===== src/rtl/alu_issue_pkg.sv =====
// alu_issue_pkg: shared definitions for the ALU issue controller.
//   OP_*    : two-bit ALU opcodes passed through unchanged to the ALU.
//   state_e : issue FSM state encoding (IDLE/READ/EXEC/RESP, 2 bits).
package alu_issue_pkg;

  localparam logic [1:0] OP_ADD = 2'b00;
  localparam logic [1:0] OP_SUB = 2'b01;
  localparam logic [1:0] OP_AND = 2'b10;
  localparam logic [1:0] OP_OR  = 2'b11;

  typedef enum logic [1:0] {
    IDLE = 2'b00,
    READ = 2'b01,
    EXEC = 2'b10,
    RESP = 2'b11
  } state_e;

endpackage


===== src/rtl/alu_regfile.sv =====
// alu_regfile: NREG x WIDTH register file for the ALU issue controller.
//   clk_i              : clock, all writes on the rising edge
//   rst_ni             : synchronous active-low reset, clears every entry
//   ra_a_i / rd_a_o    : asynchronous read port A (first source)
//   ra_b_i / rd_b_o    : asynchronous read port B (second source)
//   wb_en_i/addr/data  : ALU writeback port
//   ld_en_i/addr/data  : preload port
// Writeback and load may both fire on one edge; on the same index the
// writeback wins, on different indices both are stored. Reset overrides both.
module alu_regfile
  import alu_issue_pkg::*;
#(
  parameter  int WIDTH = 32,
  parameter  int NREG  = 8,
  localparam int AW    = $clog2(NREG)
) (
  input  logic             clk_i,
  input  logic             rst_ni,
  input  logic [AW-1:0]    ra_a_i,
  output logic [WIDTH-1:0] rd_a_o,
  input  logic [AW-1:0]    ra_b_i,
  output logic [WIDTH-1:0] rd_b_o,
  input  logic             wb_en_i,
  input  logic [AW-1:0]    wb_addr_i,
  input  logic [WIDTH-1:0] wb_data_i,
  input  logic             ld_en_i,
  input  logic [AW-1:0]    ld_addr_i,
  input  logic [WIDTH-1:0] ld_data_i
);

  logic [WIDTH-1:0] mem_q [NREG];

  // Per-entry write select so that two distinct indices can be written
  // on the same edge while a collision resolves to the writeback.
  always_ff @(posedge clk_i) begin
    if (!rst_ni) begin
      for (int unsigned i = 0; i < NREG; i++) begin
        mem_q[i] <= '0;
      end
    end else begin
      for (int unsigned i = 0; i < NREG; i++) begin
        if (wb_en_i && (wb_addr_i == AW'(i))) begin
          mem_q[i] <= wb_data_i;
        end else if (ld_en_i && (ld_addr_i == AW'(i))) begin
          mem_q[i] <= ld_data_i;
        end
      end
    end
  end

  // Reads see the pre-edge contents, so a same-edge write is not visible.
  assign rd_a_o = mem_q[ra_a_i];
  assign rd_b_o = mem_q[ra_b_i];

endmodule


===== src/rtl/alu_issue.sv =====
// alu_issue: multi-cycle issue controller acting as initiator of an external
// combinational ALU. Accepts rd <= rs op rt commands, reads operands from a
// local register file, drives the ALU, writes the result back and returns
// it on a response handshake.
//   Clk, Clrn                     : clock, synchronous active-low reset
//   cmd_valid/cmd_ready           : command handshake
//   cmd_op, cmd_rd, cmd_rs, cmd_rt: opcode and register indices
//   ld_en, ld_addr, ld_data       : register-file preload port (any state)
//   Alu_X, Alu_Y, Alu_Aluc        : registered ALU operands and opcode
//   Alu_R, Alu_Z                  : ALU result and zero flag
//   rsp_valid/rsp_ready           : response handshake
//   rsp_data, rsp_zero            : captured result and zero flag
module alu_issue
  import alu_issue_pkg::*;
#(
  parameter  int WIDTH = 32,
  parameter  int NREG  = 8,
  localparam int AW    = $clog2(NREG)
) (
  input  logic             Clk,
  input  logic             Clrn,
  input  logic             cmd_valid,
  output logic             cmd_ready,
  input  logic [1:0]       cmd_op,
  input  logic [AW-1:0]    cmd_rd,
  input  logic [AW-1:0]    cmd_rs,
  input  logic [AW-1:0]    cmd_rt,
  input  logic             ld_en,
  input  logic [AW-1:0]    ld_addr,
  input  logic [WIDTH-1:0] ld_data,
  output logic [WIDTH-1:0] Alu_X,
  output logic [WIDTH-1:0] Alu_Y,
  output logic [1:0]       Alu_Aluc,
  input  logic [WIDTH-1:0] Alu_R,
  input  logic             Alu_Z,
  output logic             rsp_valid,
  input  logic             rsp_ready,
  output logic [WIDTH-1:0] rsp_data,
  output logic             rsp_zero
);

  state_e           state_q;
  logic [1:0]       op_q;
  logic [AW-1:0]    rd_q;
  logic [AW-1:0]    rs_q;
  logic [AW-1:0]    rt_q;
  logic [WIDTH-1:0] x_q;
  logic [WIDTH-1:0] y_q;
  logic [1:0]       aluc_q;
  logic [WIDTH-1:0] rsp_data_q;
  logic             rsp_zero_q;
  logic             cmd_ready_q;
  logic             rsp_valid_q;

  logic [WIDTH-1:0] rs_val;
  logic [WIDTH-1:0] rt_val;
  logic             wb_en;

  assign wb_en = (state_q == EXEC);

  alu_regfile #(
    .WIDTH (WIDTH),
    .NREG  (NREG)
  ) u_rf (
    .clk_i     (Clk),
    .rst_ni    (Clrn),
    .ra_a_i    (rs_q),
    .rd_a_o    (rs_val),
    .ra_b_i    (rt_q),
    .rd_b_o    (rt_val),
    .wb_en_i   (wb_en),
    .wb_addr_i (rd_q),
    .wb_data_i (Alu_R),
    .ld_en_i   (ld_en),
    .ld_addr_i (ld_addr),
    .ld_data_i (ld_data)
  );

  // cmd_ready and rsp_valid are registered flags that track the next state,
  // so cmd_ready stays low on the first IDLE cycle after a reset edge.
  always_ff @(posedge Clk) begin
    if (!Clrn) begin
      state_q     <= IDLE;
      op_q        <= OP_ADD;
      rd_q        <= '0;
      rs_q        <= '0;
      rt_q        <= '0;
      x_q         <= '0;
      y_q         <= '0;
      aluc_q      <= OP_ADD;
      rsp_data_q  <= '0;
      rsp_zero_q  <= 1'b0;
      cmd_ready_q <= 1'b0;
      rsp_valid_q <= 1'b0;
    end else begin
      case (state_q)
        IDLE: begin
          if (cmd_valid && cmd_ready_q) begin
            op_q        <= cmd_op;
            rd_q        <= cmd_rd;
            rs_q        <= cmd_rs;
            rt_q        <= cmd_rt;
            cmd_ready_q <= 1'b0;
            state_q     <= READ;
          end else begin
            cmd_ready_q <= 1'b1;
          end
        end
        READ: begin
          x_q     <= rs_val;
          y_q     <= rt_val;
          aluc_q  <= op_q;
          state_q <= EXEC;
        end
        EXEC: begin
          rsp_data_q  <= Alu_R;
          rsp_zero_q  <= Alu_Z;
          rsp_valid_q <= 1'b1;
          state_q     <= RESP;
        end
        RESP: begin
          if (rsp_ready) begin
            rsp_valid_q <= 1'b0;
            cmd_ready_q <= 1'b1;
            state_q     <= IDLE;
          end
        end
        default: begin
          cmd_ready_q <= 1'b0;
          rsp_valid_q <= 1'b0;
          state_q     <= IDLE;
        end
      endcase
    end
  end

  assign cmd_ready = cmd_ready_q;
  assign rsp_valid = rsp_valid_q;
  assign rsp_data  = rsp_data_q;
  assign rsp_zero  = rsp_zero_q;
  assign Alu_X     = x_q;
  assign Alu_Y     = y_q;
  assign Alu_Aluc  = aluc_q;

endmodule


===== config.mk =====
export PLATFORM = sky130hd
export DESIGN_NAME = alu_issue
export DESIGN_NICKNAME = d
export VERILOG_FILES = /design/src/rtl/alu_issue_pkg.sv /design/src/rtl/alu_regfile.sv /design/src/rtl/alu_issue.sv
export SDC_FILE = /design/constraint.sdc
export NUM_CORES = 1
export LEC_CHECK = 0
export CORE_ASPECT_RATIO = 0.75
export CORE_MARGIN = 2
export CORE_UTILIZATION = 45
export CTS_BUF_LIST = sky130_fd_sc_hd__clkbuf_8 sky130_fd_sc_hd__clkbuf_16
export DETAILED_ROUTE_END_ITERATION = 12
export HOLD_SLACK_MARGIN = 0.03
export PLACE_DENSITY = 0.65
export SLEW_MARGIN = 5
export SYNTH_ARGS = -nofsm -noshare
export SYNTH_HDL_FRONTEND = slang
export SYNTH_SLANG_ARGS = --single-unit

===== constraint.sdc =====
create_clock -name Clk -period 8.25 [get_ports Clk]
set_clock_uncertainty 0.1 [all_clocks]
set_input_delay 0.825 -clock Clk [delete_from_list [all_inputs] [get_ports Clk]]
set_output_delay 0.825 -clock Clk [all_outputs]
set_load 0.1 [all_outputs]

==> results of run 1 <==
-- worst max-delay path: stages, from the launching register on --
cell and delay (ps):
dfxtp_1 420, inv_1 120, ha_2 200, buf_4 360
nand3_2 140, buf_4 580, nand3_2 1060
-- Yosys cell counts --
library cell	n	area, um2
clkbuf_1	111	417
buf_8	8	120
a22oi_1	8	60.1
nor3b_1	1	7.51
buf_2	49	245
buf_6	12	135
mux2_1	72	811
inv_1	2	7.51
o221ai_1	8	70.1
nand3_1	15	75.1
clkbuf_2	1	5.00
nand4_1	3	18.8
buf_1	17	63.8
nand2_1	386	1450
dfxtp_1	114	2280
a21oi_1	66	330
mux2_2	56	631
nor2b_1	46	288
nor2_1	7	26.3
a221o_1	56	561
a31o_2	1	8.76
o22ai_1	248	1550
a21boi_1	66	495
o21ai_0	64	320
a31oi_1	1	6.26
nand4b_1	2	17.5
and3_1	1	6.26
nand2b_1	3	18.8
o221a_2	1	11.3
a21boi_0	9	67.6
buf_4	5	37.5
ha_1	5	62.6
o211a_1	1	10.0
mux2i_1	164	1640
edfxtp_1	256	7690
-- metal layers --
| layer | global-route usage | up-vias | share of wire |
|---|---|---|---|
| li1 | - | 7088 | - |
| met1 | 0.362 | 7553 | 0.43 |
| met2 | 0.404 | 824 | 0.45 |
| met3 | 0.0332 | 137 | 0.085 |
| met4 | 0.0922 | 0 | 0.030 |
| met5 | 0 | - | 0 |
-- sequential cells by signal, summed over array words and instances (netlist names) --
register    cells
rd_q            3
cmd_ready       1
rs_q            3
Alu_Aluc        2
Alu_X          32
Alu_Y          32
state_q         2
rsp_valid       1
u_rf.mem_q    256
rsp_zero        1
rt_q            3
op_q            2
rsp_data       32
-- metrics by stage --
| step | setup WS [ps] | instance area, um2 | hold WS, ps | instances |
|---|---|---|---|---|
| after CTS | 4620 | 22700 | 371 | 2524 |
| after global routing | 4410 | 22700 | 402 | 2524 |
| after detailed placement | 4100 | 21400 | 363 | 2454 |
| after floorplan | 5310 | 19500 | 343 | 1865 |
| final | 4620 | 22700 | 373 | 2524 |
| after global placement | 4190 | 21400 | 354 | 2454 |
-- cells by family (layout without fill, tap and decap cells) --
logic type,count (synthesis),count (layout),share of synthesized area
buffers and inverters,205,286,0.0528
muxes,292,292,0.158
DFF,370,370,0.510
AOI/OAI and AO/OA,529,529,0.179
adders and majority gates,5,5,0.00320
and+or+nand+nor,464,464,0.0976
-- worst max-delay path by stage --
stage          startpoint           endpoint  cells past startpoint
2_1_floorplan  state_q[0]   u_rf.mem_q[5][0]                      7
3_3_place_gp         Clrn  u_rf.mem_q[1][14]                      3
3_5_place_dp         Clrn  u_rf.mem_q[5][16]                      3
4_1_cts        state_q[0]  u_rf.mem_q[5][16]                      6
5_1_grt        state_q[0]  u_rf.mem_q[5][16]                      6
6_report       state_q[0]  u_rf.mem_q[5][16]                      6
-- power breakdown --
part	switching (mW)	total [mW]	leakage, nW	internal, mW
logic	1.97	2.74	3.97	0.761
clock network	0.753	1.78	0.669	1.03
registers	0.184	2.46	3.56	2.28
-- area by class of cell --
class,instances,area (um2)
inverters,2,7.51
clock buffers,49,1170
flip-flops and latches,370,9980
well taps,578,723
fillers,3794,20400
clock inverters,21,120
repair buffers,214,2070
multi-input cells,1290,8650
==> flow_metrics.tcl, run 1 <==
set metrics [dict create \
    status "finished, final reports clean" \
    grt_usage 0.256 \
    final_hold_viol_count 0 \
    yosysSeqAreaShare 0.510 \
    die_w_um 245 \
    cp_data_arrival_time_ps 3450 \
    drt-total-wl_um 58900 \
    cts_buffers 38 \
    netlist_instances 1865 \
    area_delta_synth_final_pct 16.2 \
    core.rowCount 66 \
    core_area_um2 43100 \
    grt_setup_unrepaired "false" \
    holdCritPathClass "reg -> reg" \
    crit_fanout 65 \
    post_cts_resized 0 \
    drcViolationCount 0 \
    grt_max_degree 116 \
    portBuffers 184 \
    ys_ff_latch 370 \
    final_common_cell "nand2_1" \
    ant_nets 0 \
    final_util 0.527 \
    period_needed_ps 3630 \
    p_total_mw 6.98 \
    max_freq_ghz 0.275 \
    detail_route.vias_per_cell 6.18 \
    cts_tree "built" \
    finalMaxSlewViolations 0 \
    cp-end-kind "register" \
    min_to "op_q[1]" \
    max_slew.worst_pin.slew_ps 1180 \
    wire_per_inst_um 23.3 \
    die_y_um 184 \
    syn-cell-area_um2 19500 \
    hold_depth 2 \
    root_buffer "clkbuf_16" \
    maxCapViolCount 0 \
    nNetsFinal 2005 \
    reg2reg_to "u_rf.mem_q[5][16]" \
    cts_max_level 2 \
    ff2ff_setup_slack_ps 4620 \
    path_clk_slew_ps 60 \
    grt_pass1_wl_um 89200 \
    die_area_um2 45100 \
    syn_nets 1954 \
    synthDistinctLibCells 35 \
    cts_sinks 370 \
    gp_congestion 0.802 \
    drive_above_1_share 0.0884 \
    holdBufCountCts 0 \
    synth_warnings 0 \
    antenna_found_initial 0 \
    finalSetupViolCount 0 \
    drtIter0Drc 1663 \
    slew_headroom 0.210 \
    clock_path_buffers 3 \
    hp-start "op_q[1]" \
    post-route-period-util 0.440 \
    tns_ps 0 \
    p_leak_nw 8.20 \
    cts_setup_buffers 0 \
    path_class "reg -> reg" \
    ir_drop_mv 0.243 \
    cp-start-kind "register" \
    powerDensity_nw_per_um2 307 \
    diodes 0 \
    reg2regPathDepth 6 \
    worstPathRequired_ps 8070 \
    timing.rr.start "state_q[0]" \
    final_cell_mix "nand2_1, edfxtp_1, o22ai_1" \
    num_vias 15602 \
    synth_area_per_cell_um2 10.5 \
    clk_latency_ps 550 \
    boundaryPins 185 \
    grt-ovfl-total 0 \
    start_util 0.453 \
    dp_hpwl_um 35100 \
    grt_pass1_vias 15022 \
    firstDrtPassIters 6 \
]
Power figures use the tool's default switching activity.
==> run 2, diff against run 1 <==
- clock period: 8.25 -> 3.54 ns (I/O delays scaled with it)
==> run 2 against run 1 <==
  * Total power increased by 130%
  * Via count about the same
  * Worst hold slack got worse by 320 ps
  * Critical path type unchanged
  * Largest cell class unchanged
  * Critical endpoint is now u_rf.mem_q[6][31]
  * Sequential power increased by 130%
  * Register-to-register slack got worse by 3900 ps
  * Utilization increased by 0.57 points
  * Clock-buffer cell count decreased by 5
==> flow_metrics.tcl, run 2 (synthesis gave the netlist of run 1 again) <==
set metrics [dict create \
    path_clk_slew_ps 60 \
    grt_max_degree 78 \
    final_hold_viol_count 0 \
    start_util 0.453 \
    p_leak_nw 8.34 \
    cts_buffers 39 \
    reg2regPathDepth 6 \
    cts_setup_buffers 0 \
    crit_end "u_rf.mem_q[6][31]" \
    cts_tree "built" \
    cp-startpoint "state_q[0]" \
    dp_hpwl_um 36800 \
    post_cts_resized 0 \
    slew_headroom 0.243 \
    root_buffer "clkbuf_16" \
    grt_usage 0.262 \
    core_area_um2 43100 \
    grt_pass1_vias 15195 \
    firstDrtPassIters 6 \
    diodes 0 \
    largest_register_ffs 256 \
    cp-end-kind "register" \
    grt_setup_unrepaired "false" \
    status "finished, final reports clean" \
    detail_route.vias_per_cell 6.12 \
    holdCritPathClass "in -> reg" \
    cp-start-kind "register" \
    holdBufCountCts 0 \
    final_cell_mix "nand2_1, edfxtp_1, o22ai_1" \
    drive_above_1_share 0.0998 \
    drcViolationCount 0 \
    worstPathRequired_ps 3820 \
    grt-ovfl-total 0 \
    clk_latency_ps 550 \
    drt-total-wl_um 60000 \
    path_class "reg -> reg" \
    ir_drop_mv 0.630 \
    tns_ps 0 \
    core.rowCount 66 \
    drtIter0Drc 1963 \
    gp_congestion 0.819 \
    crit_fanout 32 \
    ant_nets 0 \
    antenna_found_initial 0 \
    portBuffers 184 \
    period_needed_ps 2780 \
    largest_register "u_rf.mem_q" \
    boundaryPins 185 \
    crit_path_max_incr_delay_ps 1000 \
    timing.rr.start "state_q[0]" \
    place_ws_ps 801 \
    ff2ff_setup_slack_ps 760 \
    clock_path_buffers 3 \
    maxCapViolCount 0 \
    die_area_um2 45100 \
    cts_sinks 370 \
    finalSetupViolCount 0 \
    path_cells "inv_1 -> ha_2 -> nor2b_1 -> a31o_2 -> nand2_1 -> a21boi_1" \
    cts_max_level 2 \
    cp_data_arrival_time_ps 3060 \
    max_slew.worst_pin.slew_ps 1140 \
    finalMaxSlewViolations 0 \
    die_y_um 184 \
    grt_pass1_wl_um 90900 \
    die_w_um 245 \
    area_delta_synth_final_pct 17.5 \
    wire_per_inst_um 23.5 \
    powerDensity_nw_per_um2 706 \
    final_common_cell "nand2_1" \
    max_freq_ghz 0.360 \
    num_vias 15603 \
    nNetsFinal 2032 \
    post-route-period-util 0.784 \
    reg2reg_to "u_rf.mem_q[6][31]" \
    slowest_stage "a31o_2" \
    worst_slack_ps 764 \
]
run 2: cell types whose count changed in the layout (fill, tap and decap cells not counted), sizes merged:
cell / change
clkinvlp: -1
clkbuf: -5
clkinv: +2
bufinv: +1
inv: +4
buf: +26
run 2: final cells by class:
type / count / area [um2]
clock buffer: 44 / 1060
clock inverter: 27 / 183
fill: 3828 / 20100
inverter: 2 / 7.51
multi-input combinational: 1290 / 8650
sequential: 370 / 9980
tap: 578 / 723
timing repair buffer: 240 / 2360
run 2: where the power goes:
| part | switching, mW | internal, mW |
|---|---|---|
| clock | 1.72 | 2.28 |
| sequential | 0.414 | 5.31 |
| combinational | 4.64 | 1.83 |
run 2: worst min path at each step:
stage,startpoint,end,slack (ps),depth (start not counted)
6_report,Clrn,rsp_data[3],60,2
2_1_floorplan,op_q[0],op_q[0],340,2
3_5_place_dp,op_q[1],op_q[1],360,2
5_1_grt,Clrn,rsp_data[9],50,2
4_1_cts,Clrn,rsp_data[3],40,2
3_3_place_gp,op_q[1],op_q[1],350,2
run 2: layer usage:
metal | routed length (um) | global-route usage | up-vias
met5 | 0 | 0 | -
met4 | 1470 | 0.0763 | 0
met3 | 5850 | 0.0438 | 91
met2 | 27300 | 0.416 | 825
met1 | 25400 | 0.369 | 7543
li1 | - | - | 7144
run 2: metrics by stage:
| stage | area [um2] | instances | hold slack [ps] | utilization | power [mW] |
|---|---|---|---|---|---|
| after floorplan | 19500 | 1865 | 343 | - | 10.5 |
| after global placement | 21700 | 2480 | 351 | 0.504 | 12.2 |
| after detailed placement | 21700 | 2480 | 364 | 0.504 | 12.3 |
| after CTS | 23000 | 2551 | 41.7 | 0.533 | 16.2 |
| after global routing | 23000 | 2551 | 51.3 | 0.533 | 16.8 |
| final | 23000 | 2551 | 55.9 | 0.533 | 16.2 |
run 2: worst max-delay path: cells and delay by family (launching register included):
kind                     cells  cell delay, ps
AND/OR/NAND/NOR              2             650
flip-flops                   1             360
adder cells (fa/ha/maj)      1             180
buffers and inverters        1             130
AO/OA/AOI/OAI                2            1190
==> run 3, diff against run 2 <==
- PLACE_DENSITY: 0.65 -> 0.68
- clock period: 3.54 -> 2.4 ns (I/O delays scaled with it)
==> run 3 against run 2 <==
  * Routed wire length up 3.5%
  * Final area grew 1.3%
  * Register-to-register slack worse by 530 ps
  * Sequential share of layout area decreased by 0.57 points
  * Setup slack got worse by 530 ps
  * Sequential power is 47% higher
  * Worst hold slack improved by 72 ps
  * Critical path depth increased by 2
  * Via count rose by 2.4%
  * Total power rose by 50%
  * Final cell count increased by 0.86%
==> flow_metrics.tcl, run 3 (synthesis gave the netlist of run 1 again) <==
set metrics [dict create \
    dp_hpwl_um 38800 \
    final_cell_count_no_fill 2573 \
    path_clk_slew_ps 60 \
    holdCritPathClass "in -> reg" \
    path_cells "inv_1 -> ha_2 -> buf_4 -> nand4_1 -> nand2b_1 -> buf_6 -> nand2_1 -> a21boi_1" \
    final_cell_mix "nand2_1, edfxtp_1, o22ai_1" \
    grt-ovfl-total 0 \
    die_w_um 245 \
    die_area_um2 45100 \
    powerDensity_nw_per_um2 1040 \
    crit_path_max_incr_delay_ps 360 \
    root_buffer "clkbuf_16" \
    clk_latency_ps 550 \
    grt_setup_unrepaired "false" \
    ant_nets 0 \
    finalSetupViolCount 0 \
    antenna_found_initial 1 \
    worst_slack_ps 233 \
    clock_path_buffers 3 \
    cts_buffers 40 \
    dpl_cell_area_um2 22000 \
    cts_setup_buffers 0 \
    largest_register_ffs 256 \
    drt-total-wl_um 62100 \
    cp_data_arrival_time_ps 2470 \
    nNetsFinal 2053 \
    cts_max_level 2 \
    firstDrtPassIters 5 \
    path_class "reg -> reg" \
    hold_depth 3 \
    worstPathRequired_ps 2700 \
    grt_max_degree 93 \
    ff2ff_setup_slack_ps 230 \
    gp_congestion 0.852 \
    max_slew.worst_pin.slew_ps 603 \
    maxCapViolCount 0 \
    num_vias 15978 \
    placed_cells 2500 \
    die_y_um 184 \
    portBuffers 184 \
    period_needed_ps 2170 \
    crit_fanout 21 \
    grt_usage 0.270 \
    finalMaxSlewViolations 0 \
    grt_pass1_wl_um 93300 \
    grt_pass1_vias 15319 \
    wire_per_inst_um 24.1 \
    slew_headroom 0.598 \
    drive_above_1_share 0.160 \
    largest_register "u_rf.mem_q" \
    core.rowCount 66 \
    drcViolationCount 0 \
    area_delta_synth_final_pct 19.0 \
    detail_route.vias_per_cell 6.21 \
    p_leak_nw 8.78 \
    place_ws_ps 47.8 \
    cp-start-kind "register" \
    core_area_um2 43100 \
    diodes 0 \
    post-route-period-util 0.903 \
    start_util 0.453 \
    cp-end-kind "register" \
    design_area_um2 23300 \
    final_hold_viol_count 0 \
    ir_drop_mv 0.787 \
    max_freq_ghz 0.462 \
    reg2regPathDepth 8 \
    slowest_stage "dfxtp_1" \
    cts_sinks 370 \
    p_total_mw 24.3 \
    cts_tree "built" \
    drtIter0Drc 1923 \
    final_common_cell "nand2_1" \
    boundaryPins 185 \
    status "finished, final reports clean" \
]
run 3: cell count changes in the layout (fill, tap and decap cells not counted), moves of 2 or more:
cell,delta
clkdlybuf4s50_1,-101
buf_12,+26
nand3_2,-2
buf_4,+94
nand3_4,+2
bufinv_16,+2
clkinv_1,+2
run 3: path summary, 6_finish.rpt:
check                            to        from
setup reg to reg  u_rf.mem_q[7][22]  state_q[0]
setup / recovery  u_rf.mem_q[7][22]  state_q[0]
hold reg to reg             op_q[0]     op_q[0]
hold / removal              rt_q[2]        Clrn
run 3: area by class of cell:
type | instances | area [um2]
fillers | 3695 | 19800
flip-flops and latches | 370 | 9980
multi-input cells | 1290 | 8670
repair buffers | 260 | 2590
clock buffers | 44 | 1060
well taps | 578 | 723
clock inverters | 29 | 245
inverters | 2 | 7.51
run 3: timing repair:
item | in CTS | in global routing
endpoints found under the setup margin | 0 | 80
hold buffers | 0 | 0
gates resized for setup | 0 | 2
hold endpoints to repair | 0 | 0
run 3: worst max-delay path: cells and delay by family (launching register included):
family	cells	cell delay, ps
compound gates	1	160
fa+ha+maj	1	190
buf+inv	3	700
flops	1	360
simple gates	3	490
run 3: per-layer routing:
metal  global-route usage  vias to the layer above  share of wire
met1                0.382                     7761           0.42
met2                0.416                      911           0.45
met4               0.0885                        2          0.028
met5                    0                        -        0.00013
met3               0.0539                      122           0.10
li1                     -                     7182              -
run 3: stage by stage:
step	hold slack, ps	util	setup TNS, ps
after floorplan	275	-	-18320
after global placement	350	0.509	0
after detailed placement	362	0.509	0
after CTS	127	0.540	0
after global routing	135	0.540	0
final	127	0.540	0
run 3: where the power goes:
part,switching (mW),total [mW],internal (mW)
Sequential,0.569,8.40,7.83
Combinational,6.99,9.67,2.67
Clock,2.63,6.22,3.59
